## src/rtl/uart_rx.sv

```systemverilog
// 8N1 UART receiver: 2-flop input synchronizer, mid-bit sampling, valid and framing-error pulses.
// Optional build macro UART_RX_VOTACAO_EN enables 2-of-3 majority voting on every sampling decision.
module uart_rx #(
   parameter int CLOCKS_POR_BIT = 87
) (
   input  logic       clock,
   input  logic       reset,
   input  logic       bitSerialRecebido,
   output logic [7:0] byteRecebido,
   output logic       dadosRecebidosValidos,
   output logic       erroDeEnquadramento,
   output logic       indicaRecepcao
);

   localparam logic [15:0] MEIO   = 16'((CLOCKS_POR_BIT - 1) / 2);
   localparam logic [15:0] ULTIMO = 16'(CLOCKS_POR_BIT - 1);

   typedef enum logic [2:0] {
      ESPERA           = 3'd0,
      VERIFICA_INICIO  = 3'd1,
      RECEBE_BITS      = 3'd2,
      RECEBE_BIT_FINAL = 3'd3,
      LIMPEZA          = 3'd4,
      AGUARDA_OCIOSO   = 3'd5
   } estado_t;

   estado_t     r_estado;
   logic        r_sinc1;
   logic        r_sinc2;
   logic [15:0] r_cont;
   logic [2:0]  r_indice;
   logic [7:0]  r_desloc;
   logic        w_linha;
   logic        w_amostra;

   assign w_linha = r_sinc2;

   always_ff @(posedge clock) begin
      if (reset) begin
         r_sinc1 <= 1'b1;
         r_sinc2 <= 1'b1;
      end else begin
         r_sinc1 <= bitSerialRecebido;
         r_sinc2 <= r_sinc1;
      end
   end

`ifdef UART_RX_VOTACAO_EN
   // Votes are taken at counts N-2 and N-1; the decision at N combines them with the live sample (needs MEIO >= 2).
   logic        r_voto_a;
   logic        r_voto_b;
   logic [15:0] w_alvo;

   assign w_alvo = (r_estado == VERIFICA_INICIO) ? MEIO : ULTIMO;

   always_ff @(posedge clock) begin
      if (r_cont == w_alvo - 16'd2) r_voto_a <= w_linha;
      if (r_cont == w_alvo - 16'd1) r_voto_b <= w_linha;
   end

   assign w_amostra = (r_voto_a & r_voto_b) | (r_voto_a & w_linha) | (r_voto_b & w_linha);
`else
   assign w_amostra = w_linha;
`endif

   always_ff @(posedge clock) begin
      if (reset) begin
         r_estado              <= ESPERA;
         r_cont                <= 16'd0;
         r_indice              <= 3'd0;
         byteRecebido          <= 8'd0;
         dadosRecebidosValidos <= 1'b0;
         erroDeEnquadramento   <= 1'b0;
         indicaRecepcao        <= 1'b0;
      end else begin
         case (r_estado)
            ESPERA: begin
               dadosRecebidosValidos <= 1'b0;
               erroDeEnquadramento   <= 1'b0;
               r_cont                <= 16'd0;
               r_indice              <= 3'd0;
               indicaRecepcao        <= 1'b0;
               if (!w_linha) begin
                  indicaRecepcao <= 1'b1;
                  r_estado       <= VERIFICA_INICIO;
               end
            end

            VERIFICA_INICIO: begin
               if (r_cont == MEIO) begin
                  r_cont <= 16'd0;
                  if (!w_amostra) begin
                     r_estado <= RECEBE_BITS;
                  end else begin
                     indicaRecepcao <= 1'b0;
                     r_estado       <= ESPERA;
                  end
               end else begin
                  r_cont <= r_cont + 16'd1;
               end
            end

            RECEBE_BITS: begin
               if (r_cont == ULTIMO) begin
                  r_cont             <= 16'd0;
                  r_desloc[r_indice] <= w_amostra;
                  if (r_indice == 3'd7) begin
                     r_indice <= 3'd0;
                     r_estado <= RECEBE_BIT_FINAL;
                  end else begin
                     r_indice <= r_indice + 3'd1;
                  end
               end else begin
                  r_cont <= r_cont + 16'd1;
               end
            end

            RECEBE_BIT_FINAL: begin
               if (r_cont == ULTIMO) begin
                  r_cont         <= 16'd0;
                  indicaRecepcao <= 1'b0;
                  if (w_amostra) begin
                     byteRecebido          <= r_desloc;
                     dadosRecebidosValidos <= 1'b1;
                     r_estado              <= LIMPEZA;
                  end else begin
                     erroDeEnquadramento <= 1'b1;
                     r_estado            <= AGUARDA_OCIOSO;
                  end
               end else begin
                  r_cont <= r_cont + 16'd1;
               end
            end

            LIMPEZA: begin
               dadosRecebidosValidos <= 1'b0;
               erroDeEnquadramento   <= 1'b0;
               r_estado              <= ESPERA;
            end

            // A break or stuck-low line must return high before a new start bit is trusted.
            AGUARDA_OCIOSO: begin
               erroDeEnquadramento <= 1'b0;
               if (w_linha) r_estado <= ESPERA;
            end

            default: begin
               dadosRecebidosValidos <= 1'b0;
               erroDeEnquadramento   <= 1'b0;
               indicaRecepcao        <= 1'b0;
               r_cont                <= 16'd0;
               r_indice              <= 3'd0;
               r_estado              <= ESPERA;
            end
         endcase
      end
   end

endmodule

```

## config.mk

```make
export PLATFORM = sky130hd
export DESIGN_NAME = uart_rx
export DESIGN_NICKNAME = d
export VERILOG_FILES = /design/src/rtl/uart_rx.sv
export SDC_FILE = /design/constraint.sdc
export NUM_CORES = 1
export LEC_CHECK = 0
export CELL_PAD_IN_SITES_DETAIL_PLACEMENT = 0
export CELL_PAD_IN_SITES_GLOBAL_PLACEMENT = 1
export CORE_MARGIN = 4
export CORE_UTILIZATION = 48
export CTS_CLUSTER_SIZE = 14
export DETAILED_ROUTE_END_ITERATION = 8
export GPL_ROUTABILITY_DRIVEN = 0
export GPL_TIMING_DRIVEN = 0
export HOLD_SLACK_MARGIN = 0.06
export PLACE_DENSITY = 0.82
export SYNTH_ARGS = -nofsm -noshare
export SYNTH_HDL_FRONTEND = slang
export SYNTH_SLANG_ARGS = --single-unit
```

## constraint.sdc

```tcl
create_clock -name clock -period 5.6 [get_ports clock]
set_clock_uncertainty 0.2 [all_clocks]
set_input_delay 0.84 -clock clock [delete_from_list [all_inputs] [get_ports clock]]
set_output_delay 0.84 -clock clock [all_outputs]
set_load 0.02 [all_outputs]
```

==> results of run 1 <==
logic make-up (layout without fill, tap and decap cells):
| group | Yosys count | after routing | synth area share [%] |
|---|---|---|---|
| AOI/OAI and AO/OA | 54 | 54 | 16.1 |
| xor gates and xnor gates | 4 | 4 | 1.61 |
| adders and majority gates | 4 | 4 | 2.30 |
| buffers and inverters | 20 | 40 | 4.66 |
| DFF | 43 | 43 | 43.3 |
| muxes | 12 | 12 | 5.52 |
| and+or+nand+nor | 105 | 105 | 26.6 |
final cells by class:
class / count / share of cell area [%]
multi-input cells: 179 / 46.3
inverters: 7 / 1.07
clock inverters: 2 / 0.512
clock buffers: 6 / 2.97
repair buffers: 12 / 4.91
well taps: 52 / 2.66
plain buffers: 13 / 3.07
flip-flops and latches: 43 / 38.5
state kept, by name, indices dropped and copies added, names as in the netlist, 3 cells and up:
signal and cells:
r_estado 3, r_desloc 8, r_cont 16, r_indice 3, byteRecebido 8
layout by cell type (no fill, tap or decap), types with 2 or more instances in the layout:
| cell type | n |
|---|---|
| dfxtp_1 | 35 |
| nor2_1 | 28 |
| nand2_1 | 18 |
| o21ai_0 | 14 |
| a21oi_1 | 14 |
| nor3_1 | 13 |
| mux2i_1 | 12 |
| clkdlybuf4s50_1 | 12 |
| nand3_1 | 9 |
| nand2b_1 | 8 |
| edfxtp_1 | 8 |
| clkbuf_1 | 7 |
| inv_1 | 7 |
| a31oi_1 | 7 |
| nand4_1 | 5 |
| a22o_1 | 5 |
| clkbuf_8 | 5 |
| ha_1 | 4 |
| and2_1 | 3 |
| nor4_1 | 3 |
| and4_1 | 3 |
| or2_2 | 3 |
| buf_2 | 2 |
| and4bb_2 | 2 |
| buf_6 | 2 |
| buf_4 | 2 |
| a21o_1 | 2 |
| a41oi_1 | 2 |
| xor2_1 | 2 |
| xnor2_1 | 2 |
metrics by stage:
| stage | util [%] | instances | power (W) |
|---|---|---|---|
| floorplan | - | 242 | 0.000411 |
| global placement | 53.8 | 306 | 0.000436 |
| detailed placement | 53.8 | 306 | 0.000434 |
| CTS | 55.8 | 314 | 0.000628 |
| global route | 55.8 | 314 | 0.000658 |
| finish | 55.8 | 314 | 0.000625 |
layer usage:
| layer | global-route usage [%] | vias to the layer above |
|---|---|---|
| li1 | - | 919 |
| met1 | 24.1 | 809 |
| met2 | 26.7 | 59 |
| met3 | 5.01 | 9 |
| met4 | 6.99 | 0 |
| met5 | 0 | - |
worst paths after layout:
kind                   from  slack, ns  depth (start not counted)               to
min reg2reg         r_sinc1       0.22                          1          r_sinc2
min                 r_sinc1       0.22                          1          r_sinc2
max reg2reg       r_cont[1]       3.27                          7  byteRecebido[0]
max          indicaRecepcao       3.25                          1   indicaRecepcao
report_power, final:
part	switching [W]	internal [W]	total (W)
sequential	0.00000821	0.000322	0.000330
clock	0.000109	0.0000872	0.000197
combinational	0.0000614	0.0000368	0.0000982
==> results by group, run 1 <==
Finish
  – Design area: 0.00244 mm2
  – Multi-input gate area: 0.00113 mm2
  – Sequential Area: 941 um2
  – Fill count: 427
  – Layout area overhead: 12.4%
  – Nets: 268
  – Antenna Cells: 0
  – Layout cell share with drive strength beyond 1: 9.54%

Route
  – Drt drc: 0
  – Vias after detailed routing: 1796
  – Max Used Layer: met4
  – Met3 wire length: 255 um
  – DR vias/cell: 5.72
  – Iter 0 DRT Violations: 70
  – Post-DRT Antenna Nets: 0
  – Detailed-routed wire length on met2: 2070 um
  – First-pass iteration count of the detailed router: 4
  – WL met1: 2170 um
  – WL/cell: 14.6 um
  – Routed WL: 4590 um

Clocking
  – Total CTS buffers: 5
  – Postcts setup bufs: 0
  – Clock Latency Late Sink: 0.30 ns
  – Reg clk slew, reported paths: 0.08 ns
  – CTS Root Cell: clkbuf_8
  – Post_cts resized: 0
  – Sinks on Clock Net: 43
  – CTS Buffer Depth: 2
  – CTS tree: done
  – H-tree lvl count: 2
  – Hold buffer count at cts: 0

STA
  – Final setup fails: 0
  – Worst hold slack: 0.218 ns
  – Period utilization: 42.0%
  – TNS Setup: 0 ns
  – Period minus WS final: 2.35 ns
  – RSZ-0062 raised after global routing: false
  – Slew Limit Fails: 0
  – Final Hold Viols: 0
  – Fmax: 425 MHz
  – Slew at the pin with the worst max-slew slack: 0.740 ns
  – Setup ws final: 3.25 ns
  – Max transition margin: 50.5%

Worst setup path
  – CP bufs+invs: 1
  – Top delay family on crit path: buffers and inverters
  – CP Max Fanout: 4
  – Crit start category: register
  – CP max stage delay: 0.63 ns
  – Crit path DAT: 1.31 ns
  – Slowest stage cell, crit path: clkdlybuf4s50_1
  – Nature of the critical path endpoint: primary output
  – Crit-path cells: clkdlybuf4s50_1
  – CP required: 4.56 ns
  – WS Path Type: register to primary output

Floorplanning
  – # IOs: 14
  – Die width: 75.3 um
  – FP Rows: 24
  – Core ar.: 0.00438 mm2
  – Die footprint: 0.00567 mm2
  – Die Span Y: 75.3 um
  – Initial Util: 49.6%

GRT
  – First-pass GRT wire length: 7650 um
  – Global-route usage over all layers: 17.7%
  – Total gr overflow: 0
  – Vias in the first global route: 1650
  – Initial antenna violation count: 0
  – Largest net degree at the start of global routing: 14

Synth
  – Register area share after synthesis: 43.3%
  – Top cell type's share of synthesized area: 32.2%
  – #FFs+latches synth: 43
  – Post-synth cell types: 49
  – Syn nets: 249
  – YS warnings: 0
  – Ys async rst share: 0%
  – Number of flops mapped to enable cells by yosys: 8
  – Ranking of synthesized cells by area: dfxtp_1 (32%), edfxtp_1 (11%), mux2i_1 (5.5%)
  – Area leader, netlist: dfxtp_1
  – Synth Flop Type: dfxtp_1
  – Synth cell count leaders: dfxtp_1 (35), nor2_1 (28), nand2_1 (18)
  – Cell area after synthesis: 0.00217 mm2
  – Avg Inst Size Synth: 8.99 um2
  – Post-Synthesis Cells: 242
  – Most frequent cell after synthesis: dfxtp_1

Place
  – Port bufs: 12
  – Dpl cell area: 0.00236 mm2
  – Final HPWL DP: 3260 um
  – Pre-CTS WS: 3.25 ns

Pwr
  – Power density cells: 256 mW/mm2
  – Worst VDD drop: 142 uV
  – Static leakage: 0.829 nW

Worst hold path
  – HP Class: register to register

Outcome
  – Outcome: finished clean

Flow run
  – Maxcap violations: 0
(Power assumes the default switching activity.)
==> run 2, diff against run 1 <==
Settings changed: CORE_UTILIZATION 48 to 40, PLACE_DENSITY 0.82 to 0.73.
Clock period 5.6 ns to 2 ns, I/O delays scaled along.
==> results by group, run 2 (synthesis results as in run 1) <==
Outcome
  – Outcome: finished with violations
  – Failing checks: setup timing

Clocking
  – Hold buffer count at cts: 0 (unchanged)
  – CTS tree: done
  – Total CTS buffers: 5 (unchanged)
  – Reg clk slew, reported paths: 0.09 ns (about the same)
  – CTS Root Cell: clkbuf_8
  – Clock Latency Late Sink: 0.30 ns (about the same)
  – Sinks on Clock Net: 43 (unchanged)
  – H-tree lvl count: 2 (unchanged)
  – CTS Buffer Depth: 2 (unchanged)

Worst setup path
  – Crit start category: register
  – WS Path Type: register to register
  – CP max stage delay: 0.39 ns (-0.24 ns)
  – CP Max Fanout: 10 (+6)
  – Slowest stage cell, crit path: dfxtp_4
  – Worst Reg-to-Reg Cells: 7 (unchanged)
  – Nature of the critical path endpoint: register
  – R2R Setup Slk: -0.04 ns (-3.31 ns)
  – Reg2reg start: r_cont[1]
  – Crit-path cells: ha_1, nor4b_1, and4_2, o2bb2ai_4, buf_6, a21o_1, a22o_1
  – Worst R2R End: r_cont[4]
  – Crit path DAT: 2.05 ns (+0.74 ns)
  – CP required: 2.00 ns (-2.56 ns)

Floorplanning
  – FP Rows: 26 (+8.3%)
  – Die width: 81.7 um (+8.5%)
  – Die footprint: 0.00668 mm2 (+18%)
  – Initial Util: 42.0% (-7.6 points)
  – Die Span Y: 81.7 um (+8.5%)
  – Core ar.: 0.00517 mm2 (+18%)
  – # IOs: 14 (unchanged)

Route
  – Post-DRT Antenna Nets: 0 (unchanged)
  – WL/cell: 15.1 um (+3.4%)
  – Drt drc: 0 (unchanged)
  – First-pass iteration count of the detailed router: 7 (+3)
  – DR vias/cell: 5.56 (-2.8%)
  – Iter 0 DRT Violations: 165 (+140%)
  – Routed WL: 5160 um (+13%)
  – Vias after detailed routing: 1901 (+5.8%)

Finish
  – Largest register FFs: 16 (unchanged)
  – Design area: 0.00271 mm2 (+11%)
  – Most frequent cells in the layout: dfxtp_1 (28), nor2_1 (27), nand2_1 (17)
  – Layout cell share with drive strength beyond 1: 22.4% (+13 points)
  – Largest regs: r_cont (16), byteRecebido (8), r_desloc (8)
  – Layout area overhead: 24.7%
  – Nets: 278 (+3.7%)
  – Most common cell after layout, fill and taps aside: dfxtp_1
  – Most flop-heavy register: r_cont
  – Antenna Cells: 0 (unchanged)
  – Post-layout utilization of the core: 52.4% (-3.3 points)

STA
  – Setup ws final: -0.0448 ns (-3.29 ns)
  – TNS Setup: -0.271 ns (-0.271 ns)
  – RSZ-0062 raised after global routing: true
  – Final Hold Viols: 0 (unchanged)
  – Period minus WS final: 2.04 ns
  – Slew at the pin with the worst max-slew slack: 0.775 ns (+0.0342 ns)
  – Max transition margin: 48.2% (-2.3 points)
  – Period utilization: 102%
  – Slew Limit Fails: 0 (unchanged)
  – Final setup fails: 9 (+9)
  – Fmax: 489 MHz

GRT
  – Met2 Use GR: 24.6% (-2.2 points)
  – Initial antenna violation count: 0 (unchanged)
  – GR Layer Usage met1: 24.0% (-0.13 points)
  – Vias in the first global route: 1804 (+9.3%)
  – Global-route usage over all layers: 16.8% (-0.92 points)
  – First-pass GRT wire length: 8700 um (+14%)
  – GR peak layer: met2
  – Met3 Track Usage GR: 3.84% (-1.2 points)
  – Total gr overflow: 0 (unchanged)
  – Largest net degree at the start of global routing: 16 (+2)

Place
  – Pre-CTS WS: -0.222 ns (-3.47 ns)
  – Final HPWL DP: 3330 um (+2.0%)
  – Port bufs: 12 (unchanged)
  – Dpl cell area: 0.00239 mm2 (+1.2%)

Worst hold path
  – Hold EP: r_sinc2
  – Min-delay src: r_sinc1
  – WHS Path Cells: 1 (unchanged)
  – HP Class: register to register

Pwr
  – Worst VDD drop: 450 uV (+220%)
  – Static leakage: 0.922 nW (+11%)
  – Power density cells: 677 mW/mm2 (+160%)

Flow run
  – Maxcap violations: 0 (unchanged)
-- run 2: changes by cell type in the layout (fill, tap and decap cells not counted), sizes merged --
cell	previous run	this run
clkinv	1	0
clkbuf	13	11
clkinvlp	1	2
buf	6	17
inv	7	8
-- run 2: how the worst max path moves through the flow --
stage | cells past startpoint | endpoint | start
floorplan | 8 | r_cont[4] | r_cont[0]
global placement | 7 | byteRecebido[3] | r_cont[1]
detailed placement | 7 | byteRecebido[3] | r_cont[1]
CTS | 9 | byteRecebido[1] | r_cont[0]
global route | 9 | byteRecebido[6] | r_cont[0]
finish | 7 | r_cont[4] | r_cont[1]
-- run 2: metrics by stage --
step	power [W]	instances	hold WS, ns
2_1_floorplan	0.00115	242	0.189
3_3_place_gp	0.00122	324	0.190
5_1_grt	0.00192	342	0.245
3_5_place_dp	0.00122	324	0.195
6_report	0.00184	342	0.220
4_1_cts	0.00184	343	0.217
-- run 2: cell type report --
cell class                      count  area (um2)
Fill cell                         482        2460
Multi-Input combinational cell    179        1250
Sequential cell                    43         960
Timing Repair Buffer               25         221
Tap cell                           70        87.6
Buffer                             10        71.3
Clock buffer                        5        68.8
Inverter                            7        26.3
Clock inverter                      3        23.8
-- run 2: critical path: cells and delay by family, from the launching register on --
kind	cells	cell delay [ns]
and+or+nand+nor	2	0.56
AOI/OAI and AO/OA	3	0.43
DFF	1	0.39
adders and majority gates	1	0.22
buffers and inverters	1	0.16
-- run 2: report_power, final --
group / switching, W / total (W) / leakage (nW) / internal (W)
logic: 0.000183 / 0.000312 / 0.523 / 0.000129
clock network: 0.000329 / 0.000579 / 0.0408 / 0.000250
registers: 0.0000418 / 0.000945 / 0.358 / 0.000903
-- run 2: what timing repair did --
item | in CTS | in global routing
pin swaps | 6 | 7
setup buffers | 12 | 0
endpoints found under the setup margin | 37 | 38
resized for setup | 31 | 12
gates cloned | 1 | 0
-- run 2: metal layers --
layer	vias up	wire (um)
met5	-	0
met1	876	2530
li1	940	-
met3	16	290
met4	0	146
met2	69	2200
==> run 3, diff against run 2 <==
Settings changed: MAX_ROUTING_LAYER set to met4.
==> results by group, run 3 (synthesis results as in run 1) <==
Clocking
  – Hold buffer count at cts: 0 (unchanged)
  – Total CTS buffers: 5 (unchanged)
  – CTS Root Cell: clkbuf_8
  – Clock Latency Late Sink: 0.30 ns (about the same)
  – CTS Buffer Depth: 2 (unchanged)
  – Sinks on Clock Net: 43 (unchanged)
  – CTS tree: done
  – Reg clk slew, reported paths: 0.09 ns (about the same)
  – H-tree lvl count: 2 (unchanged)

Route
  – Vias after detailed routing: 1869 (-1.7%)
  – Drt drc: 0 (unchanged)
  – WL/cell: 15.0 um (-0.46%)
  – Post-DRT Antenna Nets: 0 (unchanged)
  – DR vias/cell: 5.46 (-1.7%)
  – Iter 0 DRT Violations: 177 (+7.3%)
  – Routed WL: 5140 um (-0.46%)
  – First-pass iteration count of the detailed router: 4 (-3)

GRT
  – Total gr overflow: 0 (unchanged)
  – Largest net degree at the start of global routing: 16 (unchanged)
  – Initial antenna violation count: 0 (unchanged)
  – Vias in the first global route: 1805 (+0.055%)
  – First-pass GRT wire length: 8720 um (+0.24%)
  – Global-route usage over all layers: 17.4% (+0.52 points)

Worst setup path
  – Worst Reg-to-Reg Cells: 7 (unchanged)
  – Crit-path cells: ha_1, nor4b_1, and4_2, o2bb2ai_4, buf_6, a21o_1, a22o_1
  – CP required: 2.00 ns (about the same)
  – Worst R2R End: r_cont[4]
  – CP Max Fanout: 10 (unchanged)
  – CP max stage delay: 0.39 ns (about the same)
  – R2R Setup Slk: -0.04 ns (about the same)
  – Crit start category: register
  – Crit path DAT: 2.04 ns (about the same)
  – Top delay family on crit path: simple AND/OR/NAND/NOR gates
  – Slowest stage cell, crit path: dfxtp_4
  – CP Depth: 7 (unchanged)
  – Reg2reg start: r_cont[1]
  – WS Path Type: register to register
  – Nature of the critical path endpoint: register
  – CP bufs+invs: 1 (unchanged)

STA
  – Final Hold Viols: 0 (unchanged)
  – Setup ws final: -0.0390 ns (+0.00578 ns)
  – Fmax: 490 MHz (+0.28%)
  – Slew at the pin with the worst max-slew slack: 0.767 ns (-0.00711 ns)
  – Slew Limit Fails: 0 (unchanged)
  – Final setup fails: 9 (unchanged)
  – TNS Setup: -0.249 ns (+0.0219 ns)
  – Period utilization: 102% (-0.29 points)
  – Period minus WS final: 2.04 ns (-0.00578 ns)
  – Max transition margin: 48.6% (+0.48 points)
  – RSZ-0062 raised after global routing: true

Floorplanning
  – Initial Util: 42.0% (unchanged)
  – Die footprint: 0.00668 mm2 (unchanged)
  – Core ar.: 0.00517 mm2 (unchanged)
  – Die Span Y: 81.7 um (unchanged)
  – # IOs: 14 (unchanged)
  – Die width: 81.7 um (unchanged)
  – FP Rows: 26 (unchanged)

Finish
  – Largest register FFs: 16 (unchanged)
  – Layout area overhead: 24.7% (unchanged)
  – Antenna Cells: 0 (unchanged)
  – Most flop-heavy register: r_cont
  – Post-layout utilization of the core: 52.4% (unchanged)
  – Largest regs: r_cont (16), byteRecebido (8), r_desloc (8)
  – Fill count: 482 (unchanged)
  – Most common cell after layout, fill and taps aside: dfxtp_1
  – Layout cell share with drive strength beyond 1: 22.4% (unchanged)
  – Nets: 278 (unchanged)
  – Most frequent cells in the layout: dfxtp_1 (28), nor2_1 (27), nand2_1 (17)

Pwr
  – Sw Pwr: 0.000553 W (about the same)
  – Internal power: 0.00128 W (about the same)
  – Total power: 0.00184 W (about the same)
  – Static leakage: 0.922 nW (unchanged)
  – Power share of the combinational group: 16.9% (about the same)
  – Clock power frac: 31.6% (about the same)
  – Power density cells: 677 mW/mm2 (about the same)
  – Sequential share of power: 51.5% (about the same)
  – Switching Share: 30.2% (about the same)
  – Worst VDD drop: 450 uV (+0.13%)

Place
  – Port bufs: 12 (unchanged)
  – Pre-CTS WS: -0.222 ns (unchanged)
  – Final HPWL DP: 3330 um (unchanged)

Worst hold path
  – WHS Path Cells: 1 (unchanged)
  – Hold EP: r_sinc2
  – HP Class: register to register
  – Min-delay src: r_sinc1

Flow run
  – Maxcap violations: 0 (unchanged)

Outcome
  – Failing checks: setup timing
  – Outcome: finished with violations
## run 3: cell counts in the layout (fill, tap and decap cells not counted)
Identical to the previous run, type by type.
## run 3: cell type report
class / instances / area [um2] / area share [%]
buffer: 10 / 71.3 / 2.63
tap: 70 / 87.6 / 3.23
sequential: 43 / 960 / 35.4
timing repair buffer: 25 / 221 / 8.16
clock inverter: 3 / 23.8 / 0.876
multi-input combinational: 179 / 1250 / 46.2
inverter: 7 / 26.3 / 0.969
clock buffer: 5 / 68.8 / 2.54
## run 3: routing by layer
metal | vias to the layer above | GRT usage, % | part of all wire, %
li1 | 938 | - | -
met1 | 860 | 24.0 | 49
met2 | 57 | 24.7 | 43
met3 | 14 | 3.84 | 5.1
met4 | 0 | 6.48 | 2.6
met5 | - | - | 0
## run 3: worst register-to-register path, cell delays in order, from the launching register on
cell and delay (ns):
dfxtp_4 0.39, ha_1 0.22, nor4b_1 0.22, and4_2 0.34
o2bb2ai_4 0.11, buf_6 0.16, a21o_1 0.15, a22o_1 0.17
## run 3: power by group through the flow
stage | logic [W] | registers [W] | clock network, W
final | 0.000311 | 0.000945 | 0.000580
after global routing | 0.000343 | 0.000952 | 0.000631
after floorplan | 0.000213 | 0.000938 | 0
after global placement | 0.000279 | 0.000942 | 0
after CTS | 0.000317 | 0.000922 | 0.000599
after detailed placement | 0.000278 | 0.000942 | 0
## run 3: how the worst max path moves through the flow
stage                    from               to
detailed placement  r_cont[1]  byteRecebido[3]
global route        r_cont[0]  byteRecebido[6]
CTS                 r_cont[0]  byteRecebido[1]
finish              r_cont[1]        r_cont[4]
floorplan           r_cont[0]        r_cont[4]
global placement    r_cont[1]  byteRecebido[3]
## run 3: repair_timing
| action | in CTS | in global routing |
|---|---|---|
| gates resized for setup | 31 | 12 |
| pin swaps | 6 | 7 |
| buffers inserted | 12 | 0 |
| setup endpoints to repair | 37 | 38 |
| cloned | 1 | 0 |
## run 3: stage by stage
stage,cell area (um2),hold slack [ns],cells
finish,2710,0.220,342
detailed placement,2390,0.195,324
global route,2710,0.245,342
global placement,2390,0.190,324
floorplan,2180,0.189,242
CTS,2670,0.217,343
